`config.mk`:
```
export PLATFORM = sky130hd
export DESIGN_NAME = ifetch_unit
export DESIGN_NICKNAME = d
export VERILOG_FILES = /design/src/rtl/cpu_pkg.sv /design/src/rtl/fetch_fifo.sv /design/src/rtl/ifetch_unit_chk.sv /design/src/rtl/ifetch_unit.sv
export SDC_FILE = /design/constraint.sdc
export NUM_CORES = 1
export LEC_CHECK = 0
export CORE_ASPECT_RATIO = 1.1
export CORE_UTILIZATION = 30
export CTS_CLUSTER_SIZE = 10
export DETAILED_ROUTE_END_ITERATION = 16
export PLACE_DENSITY_LB_ADDON = 0.3
export SYNTH_ARGS = -nofsm -noshare
export SYNTH_HDL_FRONTEND = slang
export SYNTH_SLANG_ARGS = --single-unit
```
`constraint.sdc`:
```
create_clock -name clk -period 6.8 [get_ports clk]
set_input_delay 1.36 -clock clk [delete_from_list [all_inputs] [get_ports clk]]
set_output_delay 1.36 -clock clk [all_outputs]
set_load 0.005 [all_outputs]
```
`src/rtl/cpu_pkg.sv`:
```
// Shared CPU constants and small address helpers used by the fetch front end.
package cpu_pkg;

  localparam int INSTR_W = 32;
  localparam int ADDR_W  = 32;
  localparam logic [ADDR_W-1:0] RESET_PC = 32'h0000_3000;

  function automatic logic [ADDR_W-1:0] word_align(input logic [ADDR_W-1:0] addr);
    return addr & ~(32'h0000_0003);
  endfunction

endpackage

```
`src/rtl/fetch_fifo.sv`:
```
// Synchronous FIFO with registered storage; head is read straight out of the storage registers.
module fetch_fifo #(
  parameter int DEPTH = 2,
  parameter int W     = 64
) (
  input  logic                   clk,
  input  logic                   rst,
  input  logic                   flush,
  input  logic                   push,
  input  logic [W-1:0]           push_data,
  input  logic                   pop,
  output logic [W-1:0]           head_data,
  output logic                   full,
  output logic                   empty,
  output logic [$clog2(DEPTH):0] count
);

  localparam int AW = $clog2(DEPTH);
  localparam int CW = AW + 1;

  logic [W-1:0]  mem [DEPTH];
  logic [AW-1:0] wr_ptr;
  logic [AW-1:0] rd_ptr;
  logic          do_push;
  logic          do_pop;

  // Push into a full FIFO is accepted only when the head leaves in the same cycle.
  always_comb begin
    empty     = (count == CW'(0));
    full      = (count == CW'(DEPTH));
    do_pop    = pop && !empty;
    do_push   = push && (!full || do_pop);
    head_data = mem[rd_ptr];
  end

  // Storage, pointers and occupancy.
  always_ff @(posedge clk) begin
    if (rst) begin
      for (int i = 0; i < DEPTH; i++) begin
        mem[i] <= '0;
      end
      wr_ptr <= '0;
      rd_ptr <= '0;
      count  <= '0;
    end else if (flush) begin
      wr_ptr <= '0;
      rd_ptr <= '0;
      count  <= '0;
    end else begin
      if (do_push) begin
        mem[wr_ptr] <= push_data;
        wr_ptr      <= wr_ptr + AW'(1);
      end
      if (do_pop) begin
        rd_ptr <= rd_ptr + AW'(1);
      end
      case ({do_push, do_pop})
        2'b10:   count <= count + CW'(1);
        2'b01:   count <= count - CW'(1);
        default: count <= count;
      endcase
    end
  end

endmodule

```
`src/rtl/ifetch_unit_chk.sv`:
```
// Invariant monitor for the fetch unit: credit accounting and FIFO overflow.
module ifetch_unit_chk #(
  parameter int DEPTH = 2
) (
  input logic                   clk,
  input logic                   rst,
  input logic                   resp_push,
  input logic                   out_pop,
  input logic                   fifo_full,
  input logic                   issue,
  input logic                   pcq_full,
  input logic [$clog2(DEPTH):0] inflight,
  input logic [$clog2(DEPTH):0] discard,
  input logic [$clog2(DEPTH):0] pcq_count
);

  localparam int CW = $clog2(DEPTH) + 1;

  // Sampled every active edge outside reset.
  always @(posedge clk) begin
    if (!rst) begin
      assert (!(resp_push && fifo_full && !out_pop));
      assert (!(issue && pcq_full));
      assert (inflight <= CW'(DEPTH));
      assert (discard <= CW'(DEPTH));
      assert (pcq_count == inflight);
    end
  end

endmodule

```
`src/rtl/ifetch_unit.sv`:
```
// Instruction fetch front end: owns the fetch PC, issues in-order reads and buffers {pc,instr} for decode.
module ifetch_unit
  import cpu_pkg::*;
#(
  parameter logic [ADDR_W-1:0] RESET_PC_P = RESET_PC,
  parameter int                DEPTH      = 2
) (
  input  logic               clk,
  input  logic               rst,
  input  logic               redirect,
  input  logic [ADDR_W-1:0]  redirect_pc,
  output logic               im_req,
  output logic [ADDR_W-1:0]  im_addr,
  input  logic               im_gnt,
  input  logic               im_rvalid,
  input  logic [INSTR_W-1:0] im_rdata,
  output logic               out_valid,
  input  logic               out_ready,
  output logic [ADDR_W-1:0]  out_pc,
  output logic [INSTR_W-1:0] out_instr
);

  localparam int CW = $clog2(DEPTH) + 1;

  logic [ADDR_W-1:0]          fetch_pc;
  logic [CW-1:0]              inflight;
  logic [CW-1:0]              discard;
  logic [CW-1:0]              inflight_next;
  logic [CW:0]                credit_used;
  logic                       issue;
  logic                       retire;
  logic                       drop;
  logic                       resp_push;
  logic                       out_pop;
  logic [ADDR_W+INSTR_W-1:0]  fifo_head;
  logic                       fifo_full;
  logic                       fifo_empty;
  logic [CW-1:0]              fifo_count;
  logic [ADDR_W-1:0]          pcq_head;
  logic                       pcq_full;
  logic                       pcq_empty;
  logic [CW-1:0]              pcq_count;

  // Credit counts a head leaving this cycle as a free slot so a full pipe sustains one word per cycle.
  always_comb begin
    out_pop       = !fifo_empty && out_ready;
    credit_used   = (CW+1)'(fifo_count) + (CW+1)'(inflight) - (CW+1)'(out_pop);
    im_req        = !rst && !redirect && (credit_used < (CW+1)'(DEPTH));
    im_addr       = fetch_pc;
    issue         = im_req && im_gnt;
    retire        = im_rvalid && !pcq_empty;
    drop          = retire && (discard != CW'(0));
    resp_push     = retire && !drop && !redirect;
    inflight_next = inflight + CW'(issue) - CW'(retire);
  end

  // Fetch PC, outstanding-read and stale-response counters.
  always_ff @(posedge clk) begin
    if (rst) begin
      fetch_pc <= RESET_PC_P;
      inflight <= '0;
      discard  <= '0;
    end else begin
      inflight <= inflight_next;
      if (redirect) begin
        fetch_pc <= word_align(redirect_pc);
        discard  <= inflight_next;
      end else begin
        if (issue) begin
          fetch_pc <= fetch_pc + 32'd4;
        end
        if (drop) begin
          discard <= discard - CW'(1);
        end
      end
    end
  end

  fetch_fifo #(.DEPTH(DEPTH), .W(ADDR_W + INSTR_W)) u_out_fifo (
    .clk       (clk),
    .rst       (rst),
    .flush     (redirect),
    .push      (resp_push),
    .push_data ({pcq_head, im_rdata}),
    .pop       (out_pop),
    .head_data (fifo_head),
    .full      (fifo_full),
    .empty     (fifo_empty),
    .count     (fifo_count)
  );

  // Not flushed on redirect: stale responses still pop their recorded PCs.
  fetch_fifo #(.DEPTH(DEPTH), .W(ADDR_W)) u_pc_queue (
    .clk       (clk),
    .rst       (rst),
    .flush     (1'b0),
    .push      (issue),
    .push_data (fetch_pc),
    .pop       (retire),
    .head_data (pcq_head),
    .full      (pcq_full),
    .empty     (pcq_empty),
    .count     (pcq_count)
  );

  assign out_valid = !fifo_empty;
  assign out_pc    = fifo_head[ADDR_W+INSTR_W-1:INSTR_W];
  assign out_instr = fifo_head[INSTR_W-1:0];

  ifetch_unit_chk #(.DEPTH(DEPTH)) u_chk (
    .clk       (clk),
    .rst       (rst),
    .resp_push (resp_push),
    .out_pop   (out_pop),
    .fifo_full (fifo_full),
    .issue     (issue),
    .pcq_full  (pcq_full),
    .inflight  (inflight),
    .discard   (discard),
    .pcq_count (pcq_count)
  );

endmodule

```
# Word level (Yosys, flattened, before mapping)

Memories as Yosys holds them, arrays and structs flattened. A register that Yosys moved wholly into a read port is not among the register bits.
Cells that the tools add are included.

Flip-flop bits (word level): 44
Memory bits (writable): 192
Bits of input ports: 70
Output and inout port bits: 98
Word-level logic and storage cells: 89
Memories kept: 2

Add/sub/neg operators: 14
$lt $le $gt $ge: 1
Equality and inequality tests: 6
Mux-type cells: 25
Reductions and logical operators: 31

Memories:

| name           | depth | bits a word | read ports | clocked after memory_dff | wr ports | line             | text |
|---|---|---|---|---|---|---|---|
| u_out_fifo.mem | 2     | 64          | 1          | 1                        | 2        | fetch_fifo.sv:21 | `logic [W-1:0] mem [DEPTH];` |
| u_pc_queue.mem | 2     | 32          | 1          | 1                        | 2        | fetch_fifo.sv:21 |  |

Operator list:

| cell                                                       | number |
|---|---|
| 2-to-1 mux 32 bit                                          | 3 |
| 2-to-1 mux 64 bit                                          | 1 |
| OR reduction 64 bit                                        | 1 |
| adder 32 x 3 -> 32 bit, second input constant              | 1 |
| OR reduction 32 bit                                        | 1 |
| 2-to-1 mux 1 bit                                           | 17 |
| logical AND 1 bit                                          | 12 |
| nonzero test 2 bit                                         | 5 |
| == test 2 bit, second input constant                       | 4 |
| case mux 2 bit (2 select lines)                            | 2 |
| logical NOT 1 bit                                          | 7 |
| subtractor 2 x 1 -> 2 bit, second input constant           | 3 |
| adder 1 bit, second input constant                         | 4 |
| adder 2 x 1 -> 2 bit, second input constant                | 2 |
| == test 2 x 1 -> 1 bit, second input constant              | 2 |
| logical NOT 2 bit                                          | 2 |
| 2-to-1 mux 2 bit                                           | 2 |
| adder 2 x 2 -> 3 bit                                       | 1 |
| less-than comparator 3 x 2 -> 1 bit, second input constant | 1 |
| subtractor 3 x 1 -> 3 bit                                  | 1 |
| adder 2 x 1 -> 2 bit                                       | 1 |
| logical OR 1 bit                                           | 2 |
| OR reduction 2 bit                                         | 1 |
| subtractor 2 x 1 -> 2 bit                                  | 1 |

# Logic depth before layout (Yosys ltp)

Gate-level depths: netlist of run 1.

Word-level depth: 14
Depth in mapped cells: 17
Gate-level depth less buffers: 16

# Cells and area by module

A second synthesis of run 1 with hierarchy kept.

Cells, all modules: 848
Area, all modules: 11105.7 µm²

By module, submodules not included:

| module                  | times used | cells each | area each (µm²) | sequential area each (µm²) |
|---|---|---|---|---|
| fetch_fifo (u_out_fifo) | 1          | 374        | 5908.2          | 3943.8 |
| fetch_fifo (u_pc_queue) | 1          | 203        | 3067.9          | 2021.9 |
| ifetch_unit             | 1          | 271        | 2129.5          | 680.7 |

# Worst setup path after synthesis of run 1

No wires, ideal clock.

Kind: input to register
Start: in redirect
End: mem u_out_fifo.mem[0][0], enable pin
Library setup time: 567 ps
Arrival time: 6567 ps
Data required time: 6233 ps
Slack: -334 ps
Stages on the path: 4
Path buffers: 2
Cell sequence: clkbuf_1 -> or4b_1 -> buf_2 -> o21ai_0

RTL lines:

| what               | line              | text |
|---|---|---|
| start: declaration | ifetch_unit.sv:10 | `input logic redirect,` |
| end: declaration   | fetch_fifo.sv:21  |  |

# Worst setup path after layout of run 1

Start: in out_ready
End: out im_req

Word-level cells in the longest chain between the ends: 4

Ends and longest elaborated chain:

| what                                | line              | text |
|---|---|---|
| start: declaration                  | ifetch_unit.sv:18 | `input logic out_ready,` |
| logical AND 1 bit                   | ifetch_unit.sv:46 | `out_pop = !fifo_empty && out_ready;` |
| subtractor 3 x 1 -> 3 bit           | ifetch_unit.sv:47 | `credit_used = (CW+1)'(fifo_count) + (CW+1)'(inflight) - (CW+1)'(out_pop);` |
| less-than comparator 3 x 2 -> 1 bit | ifetch_unit.sv:48 | `im_req = !rst && !redirect && (credit_used < (CW+1)'(DEPTH));` |
| logical AND 1 bit                   | ifetch_unit.sv:48 |  |
| end: declaration                    | ifetch_unit.sv:12 | `output logic im_req,` |

Every way passes these cells.

==> flow_metrics.py, run 1 <==
metrics = {
    "route": {
        "wl_per_cell_um": 16.94,
        "wl_um": 23970,
        "dr.pass1.iters": 4,
        "postRouteAntennaNets": 0,
        "drt_iter0_markers": 363,
        "vias": 6618,
        "vias_per_cell": 4.677,
        "drc": 0,
    },
    "critical_path": {
        "cp.arrival_ns": 3.96,
        "rrSetupSlack_ns": 3.04,
        "cp_max_fo": 8,
        "worstReg2RegEnd": "discard[1]$_SDFFE_PP0P_",
        "ff2ff_path_depth": 16,
        "critPathLaunchType": "input pin",
        "cp.required_ns": 5.44,
        "crit_path_end_kind": "output port",
        "path_class": "input pin to output port",
        "timing.rr.start": "u_out_fifo.count[0]$_SDFFE_PP0P_",
    },
    "power_and_ir_drop": {
        "power_leakage_nw": 4.711,
        "total_power_mw": 3.636,
        "swShare_pct": 25.09,
        "power_frac_comb_pct": 16.9,
        "powerDensity_mw_per_mm2": 277.1,
        "p_int_mw": 2.724,
        "p_switching_mw": 0.9122,
        "p_clk_share_pct": 36.3,
        "power_frac_seq_pct": 46.9,
        "vdd_drop_max_mv": 0.1619,
    },
    "clock_network": {
        "worstSkewPairLatency_ns": 0.53,
        "cts_tree": "yes",
        "post_cts_resized": 0,
        "clk_pin_slew_worst_paths_ns": 0.05,
        "post_cts_buffers": 0,
        "htreeDepth": 1,
        "clock_sinks": 228,
        "clockBufferDepth": 3,
        "cts_hold_buffers": 0,
        "cts_buffers": 27,
        "cts-root-buf": "clkbuf_16",
    },
    "global_route": {
        "grtUsageTotal_pct": 13.77,
        "antenna_found_initial": 0,
        "grt_overflow_total": 0,
        "grt_max_degree": 47,
        "grt_pass1_vias": 6650,
        "grt_pass1_wl_um": 37430,
    },
    "die": {
        "die_w_um": 178.2,
        "die-area_mm2": 0.03489,
        "die_h_um": 195.8,
        "core_mm2": 0.03346,
        "start_util_pct": 30.62,
        "rows": 70,
        "pin_count": 168,
    },
    "logic_synthesis": {
        "syn_area_mm2": 0.01024,
        "synthCells": 809,
        "synthArstFlopShare_pct": 0,
        "syn_avg_cell_area_um2": 12.66,
        "yosys_most_used_dff": "edfxtp_1",
        "yosysSeqAreaShare_pct": 62.54,
        "synthDistinctLibCells": 52,
        "yosys.area.top_type": "edfxtp_1",
        "synth.top_cell.area_share_pct": 53.94,
        "synth_seq_cells": 228,
        "yosysWarnings": 0,
        "synth_area_leaders": "edfxtp_1 (54%), dfxtp_1 (8.6%), mux2_2 (6.9%)",
        "synth-edff-count": 184,
    },
    "timing": {
        "worst_hold_slack_ns": 0.5025,
        "clock_skew_ns": 0.009346,
        "max-slew-margin-rel_pct": 27.09,
        "setup_violations": 0,
        "rsz0062_at_grt": "no",
        "fin_crit_sh_pct": 78.16,
        "tightest_slew_ns": 1.091,
        "finalHoldViolations": 0,
        "max_clock_freq_ghz": 0.1881,
        "slew_viol_final": 0,
        "fin_setup_tns_ns": 0,
        "fin_crit_ns": 5.315,
    },
    "min_path": {
        "hp-start": "u_pc_queue.count[1]$_SDFFE_PP0P_",
        "whs_path_depth": 2,
        "min_to": "u_pc_queue.count[1]$_SDFFE_PP0P_",
        "hp-class": "flip-flop to flip-flop",
    },
    "layout": {
        "final_cell_count_no_fill": 1415,
        "drive_above_1_share_pct": 13.02,
        "antenna_cells": 0,
        "syn_to_final_growth_pct": 28.11,
        "final_nets": 1041,
        "stdcell_area_mm2": 0.01312,
    },
    "placement": {
        "placedCellCount": 1365,
        "dpl_cell_area_mm2": 0.01231,
        "hpwl_um": 15740,
        "portBuffers": 161,
        "routabilityCongestion": 0.7349,
    },
    "outcome": {
        "status": "complete, no violations",
    },
    "job": {
        "cap_violations": 0,
    },
}
-- per-stage QoR --
step,util [%],setup WS [ns]
after CTS,39.22,1.477
after global placement,36.81,1.481
after global routing,39.22,1.303
after floorplan,-,-0.3341
final,39.22,1.485
after detailed placement,36.81,1.492
-- sequential cells by signal, indices dropped and copies added, names as in the netlist, named ones only --
name,count
u_out_fifo.count,2
inflight,2
u_out_fifo.rd_ptr,1
u_out_fifo.wr_ptr,1
im_addr,30
u_pc_queue.count,2
u_pc_queue.rd_ptr,1
discard,2
u_out_fifo.mem,124
u_pc_queue.mem,60
u_pc_queue.wr_ptr,1
-- power groups by stage --
stage	registers (mW)	logic (mW)	clock network (mW)
2_1_floorplan	1.72	0.357	0
3_3_place_gp	1.73	0.616	0
3_5_place_dp	1.73	0.620	0
4_1_cts	1.71	0.624	1.35
5_1_grt	1.72	0.670	1.41
6_report	1.70	0.613	1.32
-- worst max path at each step --
| stage | start | to | slack (ns) | depth (start not counted) |
|---|---|---|---|---|
| final | out_ready | im_req | 1.48 | 8 |
| after global routing | out_ready | im_req | 1.30 | 8 |
| after CTS | out_ready | im_req | 1.48 | 8 |
| after detailed placement | out_ready | im_req | 1.49 | 8 |
| after global placement | out_ready | im_req | 1.48 | 8 |
| after floorplan | redirect | u_out_fifo.mem[0][0]$_SDFFCE_PN0P_ | -0.33 | 4 |
-- Yosys cell counts (all sizes together) (8+ instances only) --
library cell / count
mux2: 63
a211oi: 10
nand4: 16
nor3: 10
dfxtp: 44
xor2: 20
nor4: 8
inv: 13
buf: 21
xnor2: 11
ha: 8
and2: 99
nand3: 11
mux2i: 33
clkbuf: 34
and3: 35
nor2: 96
edfxtp: 184
o21ai: 14
nand2: 23
a21oi: 17
-- layout by cell type (no fill, tap or decap), drive strengths merged, types with 2 or more instances in the layout --
master / instances
edfxtp: 184
clkdlybuf4s50: 161
and2: 99
nor2: 96
mux2: 63
clkbuf: 49
dfxtp: 44
and3: 35
mux2i: 33
nand2: 23
xor2: 20
a21oi: 17
nand4: 16
buf: 15
inv: 14
o21ai: 14
nand3: 11
xnor2: 11
a211oi: 10
nor3: 10
ha: 8
nor4: 8
a31oi: 6
o21a: 5
o22ai: 4
conb: 4
and4: 3
nor3b: 3
or3: 3
a32oi: 2
or2: 2
-- metal layers --
layer	GRT usage, %	vias to the layer above	part of all wire (%)
met3	2.287	27	5.5
li1	-	3220	-
met5	0	-	0
met1	18.48	3183	45
met2	22.80	188	48
met4	3.766	0	1.7
-- cell families (layout without fill, tap and decap cells) --
| logic type | count (synthesis) | in the layout | synth area share (%) |
|---|---|---|---|
| DFF | 228 | 228 | 62.54 |
| buffers and inverters | 68 | 239 | 2.821 |
| xor gates and xnor gates | 31 | 31 | 2.724 |
| adders and majority gates | 9 | 9 | 1.173 |
| other | 1 | 4 | 0.03661 |
| and+or+nand+nor | 313 | 313 | 16.73 |
| AOI/OAI and AO/OA | 63 | 63 | 3.823 |
| muxes | 96 | 96 | 10.15 |
-- critical path: stages --
cell             delay, ns
clkdlybuf4s50_1       0.51
and2_1                0.22
ha_1                  0.25
nand2b_1              0.15
fa_1                  0.41
xnor2_2               0.24
nor3b_1               0.27
clkdlybuf4s50_1       0.55
-- cell type report --
cell class	count	area, um^2
Fill cell	3223	20330
Timing Repair Buffer	176	1724
Multi-Input combinational cell	516	3593
Tap cell	432	540.5
Sequential cell	228	6407
Clock buffer	49	799.5
Inverter	13	48.80
Clock inverter	1	8.758
Note: power is estimated with default switching activity, not from simulation.
==> run 2: changes to the inputs <==
Clock period 6.8 ns to 4.48 ns, I/O delays scaled along.
==> run 2 against run 1 <==
Effect of this change:
- die area is the same
- worst setup slack worse by 1.2 ns
- highest routed layer unchanged
- critical path type unchanged
- global-route usage up 0.053 points
- critical endpoint unchanged
==> flow_metrics.py, run 2 (same netlist as run 1, synthesis figures left out) <==
metrics = {
    "placement": {
        "hpwl_um": 16050,
        "routabilityCongestion": 0.7635,
        "placedCellCount": 1379,
        "portBuffers": 161,
        "dpl_cell_area_mm2": 0.01244,
    },
    "route": {
        "drc": 0,
        "drt_iter0_markers": 458,
        "postRouteAntennaNets": 0,
        "vias": 6742,
        "dr.pass1.iters": 4,
        "wl_um": 24240,
        "wl_per_cell_um": 16.94,
        "vias_per_cell": 4.711,
    },
    "timing": {
        "finalHoldViolations": 0,
        "tightest_slew_ns": 0.8915,
        "max-slew-margin-rel_pct": 40.56,
        "setup_violations": 0,
        "fin_crit_ns": 4.185,
        "fin_crit_sh_pct": 93.42,
        "slew_viol_final": 0,
        "max_clock_freq_ghz": 0.2389,
        "rsz0062_at_grt": "no",
        "clock_skew_ns": 0.01601,
        "fin_setup_tns_ns": 0,
    },
    "outcome": {
        "status": "complete, no violations",
    },
    "clock_network": {
        "clockBufferDepth": 3,
        "worstSkewPairLatency_ns": 0.54,
        "cts_buffers": 28,
        "cts_tree": "yes",
        "clock_sinks": 228,
        "post_cts_buffers": 0,
        "htreeDepth": 1,
        "post_cts_resized": 0,
        "clk_pin_slew_worst_paths_ns": 0.06,
        "cts-root-buf": "clkbuf_16",
        "cts_hold_buffers": 0,
    },
    "critical_path": {
        "cp.arrival_ns": 3.29,
        "rrSetupSlack_ns": 1.21,
        "slowest_stage": "fa_1",
        "ff2ff_path_depth": 17,
        "cp_max_fo": 3,
        "crit_end": "im_req",
        "timing.rr.start": "u_out_fifo.count[0]$_SDFFE_PP0P_",
        "worstReg2RegEnd": "discard[1]$_SDFFE_PP0P_",
        "crit_path_end_kind": "output port",
        "critPathLaunchType": "input pin",
        "worst-path-stages": 7,
        "critPathBufInv": 2,
        "cp.required_ns": 3.58,
        "startpoint": "out_ready",
        "crit_top_cell": "clkdlybuf4s50_1",
        "path_class": "input pin to output port",
        "max_stage_delay_ns": 0.57,
        "crit_family": "buffers and inverters",
        "crit_chain": "clkdlybuf4s50_1 -> and2_1 -> ha_1 -> nand2b_1 -> fa_1 -> nor3b_1 -> clkdlybuf4s50_1",
    },
    "global_route": {
        "grt_overflow_total": 0,
        "antenna_found_initial": 0,
        "grt_pass1_wl_um": 37600,
        "grt_pass1_vias": 6637,
        "grtUsageTotal_pct": 13.82,
        "grt_max_degree": 63,
    },
    "die": {
        "die-area_mm2": 0.03489,
        "die_w_um": 178.2,
        "pin_count": 168,
        "rows": 70,
        "start_util_pct": 30.62,
        "core_mm2": 0.03346,
        "die_h_um": 195.8,
    },
    "min_path": {
        "hp-class": "flip-flop to flip-flop",
    },
    "power_and_ir_drop": {
        "total_power_mw": 5.639,
        "vdd_drop_max_mv": 0.2716,
        "powerDensity_mw_per_mm2": 424.3,
        "power_leakage_nw": 4.803,
    },
    "layout": {
        "final_cell_count_no_fill": 1431,
        "regArea_mm2": 0.006407,
        "top_register": "u_out_fifo.mem",
        "nFillCells": 3229,
        "multiInputGateArea_mm2": 0.003597,
        "stdcell_area_mm2": 0.01329,
        "drive_above_1_share_pct": 14.31,
        "final_nets": 1056,
        "antenna_cells": 0,
        "largest_reg_flops": 124,
        "mostFrequentLayoutCells": "edfxtp_1 (184), clkdlybuf4s50_1 (161), and2_1 (99)",
        "syn_to_final_growth_pct": 29.72,
        "final_common_cell": "edfxtp_1",
    },
    "job": {
        "cap_violations": 0,
    },
}
-- run 2: final cells by class --
type	instances	share of cell area [%]
sequential	228	48.22
clock buffer	49	6.186
multi-input combinational	516	27.07
inverter	13	0.3672
clock inverter	3	0.2260
timing repair buffer	190	13.86
tap	432	4.068
-- run 2: tightest hold or removal path, cell delays in order (launching register included) --
cell	delay, ns
dfxtp_1	0.32
o21ai_0	0.08
a21oi_1	0.06
-- run 2: worst min-delay path by stage --
| stage | start | end | slack, ns | depth (start not counted) |
|---|---|---|---|---|
| after floorplan | u_out_fifo.count[1]$_SDFFE_PP0P_ | u_out_fifo.count[1]$_SDFFE_PP0P_ | 0.47 | 2 |
| after global placement | u_pc_queue.count[1]$_SDFFE_PP0P_ | u_pc_queue.count[1]$_SDFFE_PP0P_ | 0.48 | 2 |
| after detailed placement | u_pc_queue.rd_ptr$_SDFFE_PP0P_ | u_pc_queue.rd_ptr$_SDFFE_PP0P_ | 0.50 | 2 |
| after CTS | u_out_fifo.count[1]$_SDFFE_PP0P_ | u_out_fifo.count[1]$_SDFFE_PP0P_ | 0.51 | 2 |
| after global routing | u_pc_queue.count[1]$_SDFFE_PP0P_ | u_pc_queue.count[1]$_SDFFE_PP0P_ | 0.54 | 2 |
| final | u_out_fifo.count[1]$_SDFFE_PP0P_ | u_out_fifo.count[1]$_SDFFE_PP0P_ | 0.51 | 2 |
-- run 2: metrics by stage --
stage | setup slack, ns | hold WS [ns] | utilization (%)
global route | 0.1859 | 0.5409 | 39.72
CTS | 0.2999 | 0.5076 | 39.72
detailed placement | 0.3106 | 0.4979 | 37.17
global placement | 0.2426 | 0.4837 | 37.17
finish | 0.2949 | 0.5117 | 39.72
floorplan | -0.5122 | 0.4662 | -
-- run 2: where the power goes --
part           total [mW]  switching (mW)  internal [mW]
Clock                2.08           0.841           1.24
Combinational       0.975           0.485          0.490
Sequential           2.58          0.0977           2.49
-- run 2: layer usage --
metal  vias to the layer above  part of all wire, %  track usage, %
li1                       3248                    -               -
met1                      3276                   45           18.53
met2                       185                   47           22.87
met3                        33                  5.8           2.481
met4                         0                  1.8           3.578
met5                         -                    0               0
==> run 3: changes to the inputs <==
Settings changed: TNS_END_PERCENT from default to 30.
==> results of run 3 <==
The final DEF is identical to that of run 2; final timing and power are the same.
